## config.mk

```make
export PLATFORM = sky130hd
export DESIGN_NAME = vend_frontend
export DESIGN_NICKNAME = d
export VERILOG_FILES = /design/src/rtl/vend_frontend.sv
export SDC_FILE = /design/constraint.sdc
export NUM_CORES = 1
export LEC_CHECK = 0
export BUFFER_PORTS_ARGS = -buffer_cell sky130_fd_sc_hd__buf_4
export CAP_MARGIN = 5
export CORE_UTILIZATION = 57
export CTS_CLUSTER_DIAMETER = 60
export DETAILED_ROUTE_END_ITERATION = 8
export PLACE_DENSITY = 0.85
export RECOVER_POWER = 50
export SYNTH_ARGS = -nofsm -noshare
export SYNTH_HDL_FRONTEND = slang
export SYNTH_SLANG_ARGS = --single-unit
```

## constraint.sdc

```tcl
create_clock -name CLK -period 6.9 [get_ports CLK]
set_clock_uncertainty 0.05 [all_clocks]
set_input_delay 1.035 -clock CLK [delete_from_list [all_inputs] [get_ports CLK]]
set_output_delay 1.035 -clock CLK [all_outputs]
set_load 0.02 [all_outputs]
```

## src/rtl/vend_frontend.sv

```systemverilog
`default_nettype none
// +----------------------------------------------------------------------------+
// | vend_frontend : coin credit, purchase request/response and change dispense |
// | Optional VEND_TIMEOUT_EN adds a 16-cycle WAIT timeout.  Rev 1.0            |
// +----------------------------------------------------------------------------+
module vend_frontend (
  input  logic       CLK,
  input  logic       RST,
  input  logic       coinValid,
  input  logic [1:0] coinValue,
  input  logic       select,
  input  logic       selVm,
  input  logic [2:0] selProduct,
  input  logic       selSugar,
  input  logic       cancel,
  output logic [5:0] money,
  output logic       vm,
  output logic [2:0] productID,
  output logic       sugar,
  output logic       vendStrobe,
  input  logic       respValid,
  input  logic [5:0] moneyLeft,
  input  logic       productReady,
  input  logic [4:0] rspFlags,
  output logic [5:0] credit,
  output logic       coinReject,
  output logic       coinReturn,
  output logic [1:0] returnValue,
  output logic       dispensed,
  output logic       busy,
  output logic [2:0] errorCode
);

  typedef enum logic [1:0] {S_IDLE, S_REQ, S_WAIT, S_CHANGE} state_t;

  localparam logic [2:0] c_ERR_NONE    = 3'b000;
  localparam logic [2:0] c_ERR_TIMEOUT = 3'b110;
  localparam logic [2:0] c_ERR_NOFLAG  = 3'b111;

  state_t     r_state, w_stateNext;
  logic [5:0] r_credit, w_creditNext;
  logic [5:0] r_remaining, w_remainingNext;
  logic [2:0] r_errorCode, w_errorNext;
  logic [5:0] r_money;
  logic       r_vm, r_sugar, r_coinReject, r_dispensed;
  logic [2:0] r_productID;
  logic       w_latch, w_coinRejectNext, w_dispensedNext;
  logic [4:0] w_coinAmt, w_chgAmt;
  logic [1:0] w_chgCode;
  logic [6:0] w_sum;
`ifdef VEND_TIMEOUT_EN
  logic [3:0] r_timer, w_timerNext;
`endif

  always_comb begin
    case (coinValue)
      2'b00:   w_coinAmt = 5'd1;
      2'b01:   w_coinAmt = 5'd5;
      2'b10:   w_coinAmt = 5'd10;
      default: w_coinAmt = 5'd20;
    endcase
    w_sum = {1'b0, r_credit} + {2'b00, w_coinAmt};

    // Greedy change: largest denomination not exceeding what is still owed
    if (r_remaining >= 6'd20)      begin w_chgAmt = 5'd20; w_chgCode = 2'b11; end
    else if (r_remaining >= 6'd10) begin w_chgAmt = 5'd10; w_chgCode = 2'b10; end
    else if (r_remaining >= 6'd5)  begin w_chgAmt = 5'd5;  w_chgCode = 2'b01; end
    else                           begin w_chgAmt = 5'd1;  w_chgCode = 2'b00; end
  end

  always_comb begin
    w_stateNext      = r_state;
    w_creditNext     = r_credit;
    w_remainingNext  = r_remaining;
    w_errorNext      = r_errorCode;
    w_latch          = 1'b0;
    w_coinRejectNext = coinValid;
    w_dispensedNext  = 1'b0;
`ifdef VEND_TIMEOUT_EN
    w_timerNext      = r_timer;
`endif
    case (r_state)
      S_IDLE: begin
        if (coinValid && !select && !cancel && !w_sum[6]) begin
          w_coinRejectNext = 1'b0;
          w_creditNext     = w_sum[5:0];
        end
        if (cancel) begin
          if (r_credit != 6'd0) begin
            w_remainingNext = r_credit;
            w_creditNext    = 6'd0;
            w_stateNext     = S_CHANGE;
          end
        end else if (select) begin
          w_latch     = 1'b1;
          w_stateNext = S_REQ;
        end
      end
      S_REQ: begin
`ifdef VEND_TIMEOUT_EN
        w_timerNext = 4'd0;
`endif
        w_stateNext = S_WAIT;
      end
      S_WAIT: begin
        if (respValid) begin
          if (productReady) begin
            w_dispensedNext = 1'b1;
            w_creditNext    = 6'd0;
            w_errorNext     = c_ERR_NONE;
            w_remainingNext = moneyLeft;
            w_stateNext     = (moneyLeft != 6'd0) ? S_CHANGE : S_IDLE;
          end else begin
            w_creditNext = moneyLeft;
            if (rspFlags[4])      w_errorNext = 3'b001;
            else if (rspFlags[3]) w_errorNext = 3'b010;
            else if (rspFlags[2]) w_errorNext = 3'b011;
            else if (rspFlags[1]) w_errorNext = 3'b100;
            else if (rspFlags[0]) w_errorNext = 3'b101;
            else                  w_errorNext = c_ERR_NOFLAG;
            w_stateNext = S_IDLE;
          end
        end
`ifdef VEND_TIMEOUT_EN
        else if (r_timer == 4'hF) begin
          w_errorNext     = c_ERR_TIMEOUT;
          w_remainingNext = r_money;
          w_creditNext    = 6'd0;
          w_stateNext     = (r_money != 6'd0) ? S_CHANGE : S_IDLE;
        end else begin
          w_timerNext = r_timer + 4'd1;
        end
`endif
      end
      default: begin
        // CHANGE is only entered with a non-zero amount, so this cannot underflow
        w_remainingNext = r_remaining - {1'b0, w_chgAmt};
        if (r_remaining == {1'b0, w_chgAmt}) w_stateNext = S_IDLE;
      end
    endcase
  end

  always_ff @(posedge CLK) begin
    if (RST) begin
      r_state      <= S_IDLE;
      r_credit     <= 6'd0;
      r_remaining  <= 6'd0;
      r_errorCode  <= 3'd0;
      r_money      <= 6'd0;
      r_vm         <= 1'b0;
      r_productID  <= 3'd0;
      r_sugar      <= 1'b0;
      r_coinReject <= 1'b0;
      r_dispensed  <= 1'b0;
`ifdef VEND_TIMEOUT_EN
      r_timer      <= 4'd0;
`endif
    end else begin
      r_state      <= w_stateNext;
      r_credit     <= w_creditNext;
      r_remaining  <= w_remainingNext;
      r_errorCode  <= w_errorNext;
      r_coinReject <= w_coinRejectNext;
      r_dispensed  <= w_dispensedNext;
`ifdef VEND_TIMEOUT_EN
      r_timer      <= w_timerNext;
`endif
      if (w_latch) begin
        r_money     <= r_credit;
        r_vm        <= selVm;
        r_productID <= selProduct;
        r_sugar     <= selSugar;
      end
    end
  end

  assign money       = r_money;
  assign vm          = r_vm;
  assign productID   = r_productID;
  assign sugar       = r_sugar;
  assign vendStrobe  = (r_state == S_REQ);
  assign credit      = r_credit;
  assign coinReject  = r_coinReject;
  assign coinReturn  = (r_state == S_CHANGE);
  assign returnValue = (r_state == S_CHANGE) ? w_chgCode : 2'b00;
  assign dispensed   = r_dispensed;
  assign busy        = (r_state != S_IDLE);
  assign errorCode   = r_errorCode;

endmodule
`default_nettype wire

```

==> flow_metrics.env, run 1 <==
export IMPL_grtUsageMet1_pct=36.1
export IMPL_port_buffers=51
export IMPL_hold_violations=0
export IMPL_min_to="errorCode[2]"
export IMPL_p_per_area_nw_per_um2=334
export IMPL_min_period_ns=2.73
export IMPL_cts_made_buffers=5
export IMPL_routed_wl_mm=4.59
export IMPL_r2r_cells=10
export IMPL_vdd_drop_max_v=0.000240
export IMPL_ys_flop_type="dfxtp_1"
export IMPL_final_cell_area_um2=2350
export IMPL_rsz0062_at_grt="false"
export IMPL_ys_types=51
export IMPL_synth_edff_count=0
export IMPL_async_flop_share_pct=0
export IMPL_initial_utilization_pct=59.3
export IMPL_hpwl_mm=3.48
export IMPL_synth_area_um2=1980
export IMPL_r2r_end="r_remaining[3]"
export IMPL_p_seq_share_pct=32.3
export IMPL_synthTopCellsByCount="nand2_1 (37), dfxtp_1 (30), a21oi_1 (27), nor2_1 (24), inv_1 (14)"
export IMPL_setup_viol=0
export IMPL_gp_congestion=0.910
export IMPL_yosysSeqAreaShare_pct=30.3
export IMPL_cp_start_kind="flip-flop"
export IMPL_first_global_vias=1602
export IMPL_crit_arrival_ns=1.64
export IMPL_whs_path_depth=2
export IMPL_cts_root_buf="clkbuf_4"
export IMPL_ctsResizeCount=0
export IMPL_grt_busiest_layer="met2"
export IMPL_swShare_pct=44.0
export IMPL_die_w_um=60.9
export IMPL_combinationalPowerShare_pct=55.6
export IMPL_r2r_setup_slack_ns=4.37
export IMPL_critPathRequiredTime_ns=5.81
export IMPL_grt_use_met3_pct=5.97
export IMPL_drc=0
export IMPL_status="finished clean"
export IMPL_ant_nets=0
export IMPL_synth_seq_cells=30
export IMPL_vias=1893
export IMPL_switchingPower_uw=346
export IMPL_area_growth_pct=18.9
export IMPL_vias_per_cell=5.52
export IMPL_cts_tree="done"
export IMPL_synth_warnings=0
export IMPL_coreArea_um2=3340
export IMPL_synth_avg_cell_area_um2=7.92
export IMPL_grt_usage_pct=26.8
export IMPL_syn_num_nets=287
export IMPL_tightest_slew_ns=0.713
export IMPL_diodes=0
export IMPL_firstDrtPassIters=4
export IMPL_hp_class="reg -> reg"
export IMPL_clk_pin_slew_ns=0.09
export IMPL_clock_latency_ns=0.33
export IMPL_grt_max_degree=32
export IMPL_timing_rr_start="r_remaining[2]"
export IMPL_drt_iter0_drc=135
export IMPL_path_class="reg -> out"
export IMPL_nets=334
export IMPL_final_core_util_pct=70.5
export IMPL_synth_top_cells_by_area="dfxtp_1 (30%), nand2_1 (7.0%), a21oi_1 (6.8%)"
export IMPL_grt_pass1_wl_mm=7.33
export IMPL_drive_above_1_share_pct=17.2
export IMPL_antenna_found_initial=0
export IMPL_htreeDepth=2
export IMPL_cts_setup_buffers=0
export IMPL_p_leak_uw=0.000991
export IMPL_fin_crit_sh_pct=39.5
export IMPL_synth_area_leader_cell="dfxtp_1"
export IMPL_cp_max_fo=20
export IMPL_row_count=21
export IMPL_cts_max_path_buffers=2
export IMPL_timing_setup_tns_ns=0
export IMPL_hold_buffers=0
export IMPL_fmaxAchievable_mhz=367
export IMPL_die_h_um=60.9
export IMPL_yosysTopAreaCellShare_pct=30.3
export IMPL_p_int_uw=440
export IMPL_grt_util_met2_pct=43.0
export IMPL_io_pin_count=52
export IMPL_syn_inst=250
export IMPL_routedWlPerCell_um=13.4
export IMPL_maxSlewHeadroom_pct=52.4
export IMPL_drv_cap=0
export IMPL_dieArea_um2=3710
export IMPL_min_from="errorCode[2]"
export IMPL_worst_setup_path_end_kind="primary output"
export IMPL_overflow=0
export IMPL_clock_sinks=30
export IMPL_dpl_cell_area_um2=2370
export IMPL_report_final_slew_viol_count=0
export IMPL_total_power_uw=786
export IMPL_yosys_cell_count_top_type="nand2_1"
export IMPL_p_clk_share_pct=12.1
-- through the flow --
stage	instances	setup WS (ns)	hold WS (ns)
2_1_floorplan	250	4.20	0.410
5_1_grt	343	4.04	0.427
4_1_cts	343	4.17	0.407
3_3_place_gp	336	3.95	0.391
3_5_place_dp	336	3.90	0.395
6_report	343	4.17	0.407
-- layer usage --
metal  up-vias  wire length, µm
met1       850             2140
met5         -                0
met4         0               56
li1        977                -
met2        57             2150
met3         9              243
-- placed cells by master, fill, tap and decap left out, types with 2 or more instances in the layout --
cell      synthesis  layout
nor4_1            3       3
ha_1             10      10
mux2i_1           6       6
o31a_1            2       2
dfxtp_1          30      30
a31oi_1           2       2
o211ai_1          2       2
a221o_1           4       4
and2_1            5       5
nor2_1           24      24
clkbuf_4          0       5
o21ai_0           5       5
nand2b_1          8       8
inv_1            14      14
a211oi_1          3       3
a21oi_1          27      27
clkinv_2          0       2
clkbuf_1          4      16
o211a_1           2       2
nand2_1          37      37
buf_4             0      35
xnor2_1           3       3
nor3_1            3       3
nand3_1           4       4
and3_1            3       3
fa_1              2       2
a21o_1            3       3
o21a_1            6       6
a32o_1            2       2
nor2b_1           8       8
-- final cells by class --
cell class | instances | area, µm²
clock buffers | 5 | 37.5
clock inverters | 2 | 10.0
fillers | 311 | 983
inverters | 14 | 52.6
multi-input cells | 195 | 1270
flip-flops and latches | 30 | 601
well taps | 46 | 57.6
repair buffers | 51 | 323
-- cell families (layout without fill, tap and decap cells) --
kind of cell               Yosys count  count (layout)  share of synthesized area [%]
buffers and inverters               25              72                           5.37
xor gates and xnor gates             3               3                           1.33
adders and majority gates           12              12                           8.34
and+or+nand+nor                    106             106                           26.9
DFF                                 30              30                           30.3
muxes                                7               7                           3.60
AOI/OAI and AO/OA                   67              67                           24.1
-- how the worst max path moves through the flow --
stage / from / end / cells after the start
2_1_floorplan: coinValue[1] / credit[0] / 9
3_5_place_dp: coinValue[1] / credit[2] / 10
6_report: r_state[0] / vendStrobe / 3
4_1_cts: r_state[0] / vendStrobe / 3
5_1_grt: r_state[0] / vendStrobe / 3
3_3_place_gp: coinValue[1] / credit[2] / 10
-- flip-flops by register name, summed over array words and instances, names as in the netlist --
signal / count
productID: 3
dispensed: 1
r_state: 2
vm: 1
r_remaining: 6
coinReject: 1
money: 6
sugar: 1
errorCode: 3
credit: 6
-- power groups by stage --
stage,Sequential (µW),Combinational (µW),Clock [µW]
finish,254,437,95.1
CTS,253,440,98.0
floorplan,242,345,0
detailed placement,257,436,0
global route,260,484,107
global placement,256,432,0
-- critical path, cell delays in order, from the launching register on --
cell and delay (ns):
dfxtp_1 0.74, inv_1 0.26, nor2_1 0.15, buf_4 0.15
No activity file was read; power rests on OpenSTA's default activity.
==> run 2: changes to the inputs <==
- CORE_UTILIZATION: 57 -> 48
- PLACE_DENSITY: 0.85 -> 0.77
- clock period: 6.9 -> 2.5 ns (I/O delays scaled with it)
==> run 2 against run 1 <==
  * Design area grew 5.2%
  * Via count grew 4.9%
  * Die area grew 18%
  * Routed wire length grew 13%
==> flow_metrics.env, run 2 (synthesis gave the netlist of run 1 again) <==
export IMPL_dp_cells=345
export IMPL_timing_setup_tns_ns=0
export IMPL_critPathRequiredTime_ns=2.65
export IMPL_report_final_slew_viol_count=0
export IMPL_drc=0
export IMPL_cp_start_kind="flip-flop"
export IMPL_setup_viol=0
export IMPL_worst_setup_path_end_kind="flip-flop"
export IMPL_hp_class="in -> reg"
export IMPL_cts_root_buf="clkbuf_8"
export IMPL_grt_usage_pct=24.5
export IMPL_crit_slowest_cell="dfxtp_2"
export IMPL_layout_cells_non_filler=354
export IMPL_vias_per_cell=5.61
export IMPL_clock_latency_ns=0.28
export IMPL_io_pin_count=52
export IMPL_crit_buf_inv=0
export IMPL_dieArea_um2=4380
export IMPL_grtUsageMet1_pct=30.0
export IMPL_grt_use_met3_pct=5.69
export IMPL_die_w_um=66.2
export IMPL_status="finished clean"
export IMPL_coreArea_um2=3800
export IMPL_nets=342
export IMPL_vdd_drop_max_v=0.000616
export IMPL_first_global_vias=1771
export IMPL_diodes=0
export IMPL_cts_max_path_buffers=2
export IMPL_crit_arrival_ns=2.59
export IMPL_routed_wl_mm=5.17
export IMPL_grt_busiest_layer="met2"
export IMPL_cp_common_cell="nor2b_1"
export IMPL_maxSlewHeadroom_pct=55.5
export IMPL_hold_violations=0
export IMPL_drt_iter0_drc=123
export IMPL_fin_crit_sh_pct=97.7
export IMPL_path_class="reg -> reg"
export IMPL_pre_cts_ws_ns=0.0529
export IMPL_grt_pass1_wl_mm=8.11
export IMPL_clock_sinks=30
export IMPL_fmaxAchievable_mhz=409
export IMPL_tightest_slew_ns=0.666
export IMPL_gp_congestion=0.865
export IMPL_initial_utilization_pct=52.1
export IMPL_ant_nets=0
export IMPL_overflow=0
export IMPL_htreeDepth=2
export IMPL_p_per_area_nw_per_um2=999
export IMPL_clk_pin_slew_ns=0.06
export IMPL_port_buffers=51
export IMPL_grt_max_degree=32
export IMPL_cp_cell_sequence="nor2_1 > nor2b_1 > nor3_1 > nand2b_1 > ha_1 > nor2b_1 > o211a_1 > o21a_1 > o41a_1 > o221ai_1"
export IMPL_critPathTopFamily="compound AO/OA/AOI/OAI gates"
export IMPL_min_period_ns=2.44
export IMPL_hpwl_mm=3.83
export IMPL_hold_buffers=0
export IMPL_firstDrtPassIters=4
export IMPL_die_h_um=66.2
export IMPL_p_leak_uw=0.00102
export IMPL_cts_made_buffers=5
export IMPL_cts_tree="done"
export IMPL_fin_ws_ns=0.0563
export IMPL_cp_max_fo=5
export IMPL_area_growth_pct=25.0
export IMPL_final_core_util_pct=65.2
export IMPL_drive_above_1_share_pct=19.0
export IMPL_drv_cap=0
export IMPL_grt_util_met2_pct=41.5
export IMPL_routedWlPerCell_um=14.6
export IMPL_antenna_found_initial=0
export IMPL_row_count=22
export IMPL_layout_common_cells="nand2_1 (37), buf_4 (37), dfxtp_1 (29)"
export IMPL_critPathMaxStageDelay_ns=0.35
export IMPL_vias=1985
==> run 2: changes by cell type in the layout (fill, tap and decap cells not counted), moves of 2 or more <==
cell      previous run  this run
a21oi_1             27        25
clkbuf_8             0         6
buf_4               35        37
clkbuf_1            16        22
clkbuf_4             5         0
==> run 2: worst register-to-register path, cell delays in order, from the launching register on <==
cell,delay [ns]
dfxtp_2,0.35
nor2_1,0.14
nor2b_1,0.07
nor3_1,0.20
nand2b_1,0.20
ha_1,0.27
nor2b_1,0.16
o211a_1,0.24
o21a_1,0.20
o41a_1,0.31
o221ai_1,0.18
==> run 2: per-layer routing <==
metal	vias up	share of wire, %
met5	-	0
met2	49	49
met1	937	44
met4	0	1.6
li1	989	-
met3	10	5.0
==> run 2: cell type report <==
cell class | count | area (µm²)
clock buffer | 6 | 82.6
clock inverter | 2 | 12.5
fill | 365 | 1320
inverter | 14 | 52.6
multi-input combinational | 195 | 1310
sequential | 30 | 602
tap | 48 | 60.1
timing repair buffer | 59 | 360
==> run 2: final timing paths <==
check | startpoint | end | depth (start not counted) | slack [ns]
setup / recovery | r_remaining[2] | r_remaining[5] | 10 | 0.06
hold / removal | selProduct[2] | productID[2] | 3 | 0.29
setup reg to reg | r_remaining[2] | r_remaining[5] | 10 | 0.06
hold reg to reg | money[0] | money[0] | 2 | 0.41
==> run 2: stage by stage <==
stage	cell area, µm²	power (µW)	hold slack [ns]
detailed placement	2420	1970	0.399
floorplan	1980	1620	0.410
finish	2470	2470	0.291
CTS	2520	2380	0.285
global placement	2420	1940	0.393
global route	2470	2620	0.304
==> run 2: power breakdown <==
part | internal (µW) | switching [µW] | leakage (µW)
clock | 221 | 189 | 0.0000472
combinational | 640 | 762 | 0.000733
sequential | 554 | 107 | 0.000244
==> run 2: timing repair <==
item                                    4_1_cts  5_1_grt
buffers inserted                              0        1
gates resized for setup                       0        7
endpoints found under the setup margin        0        3
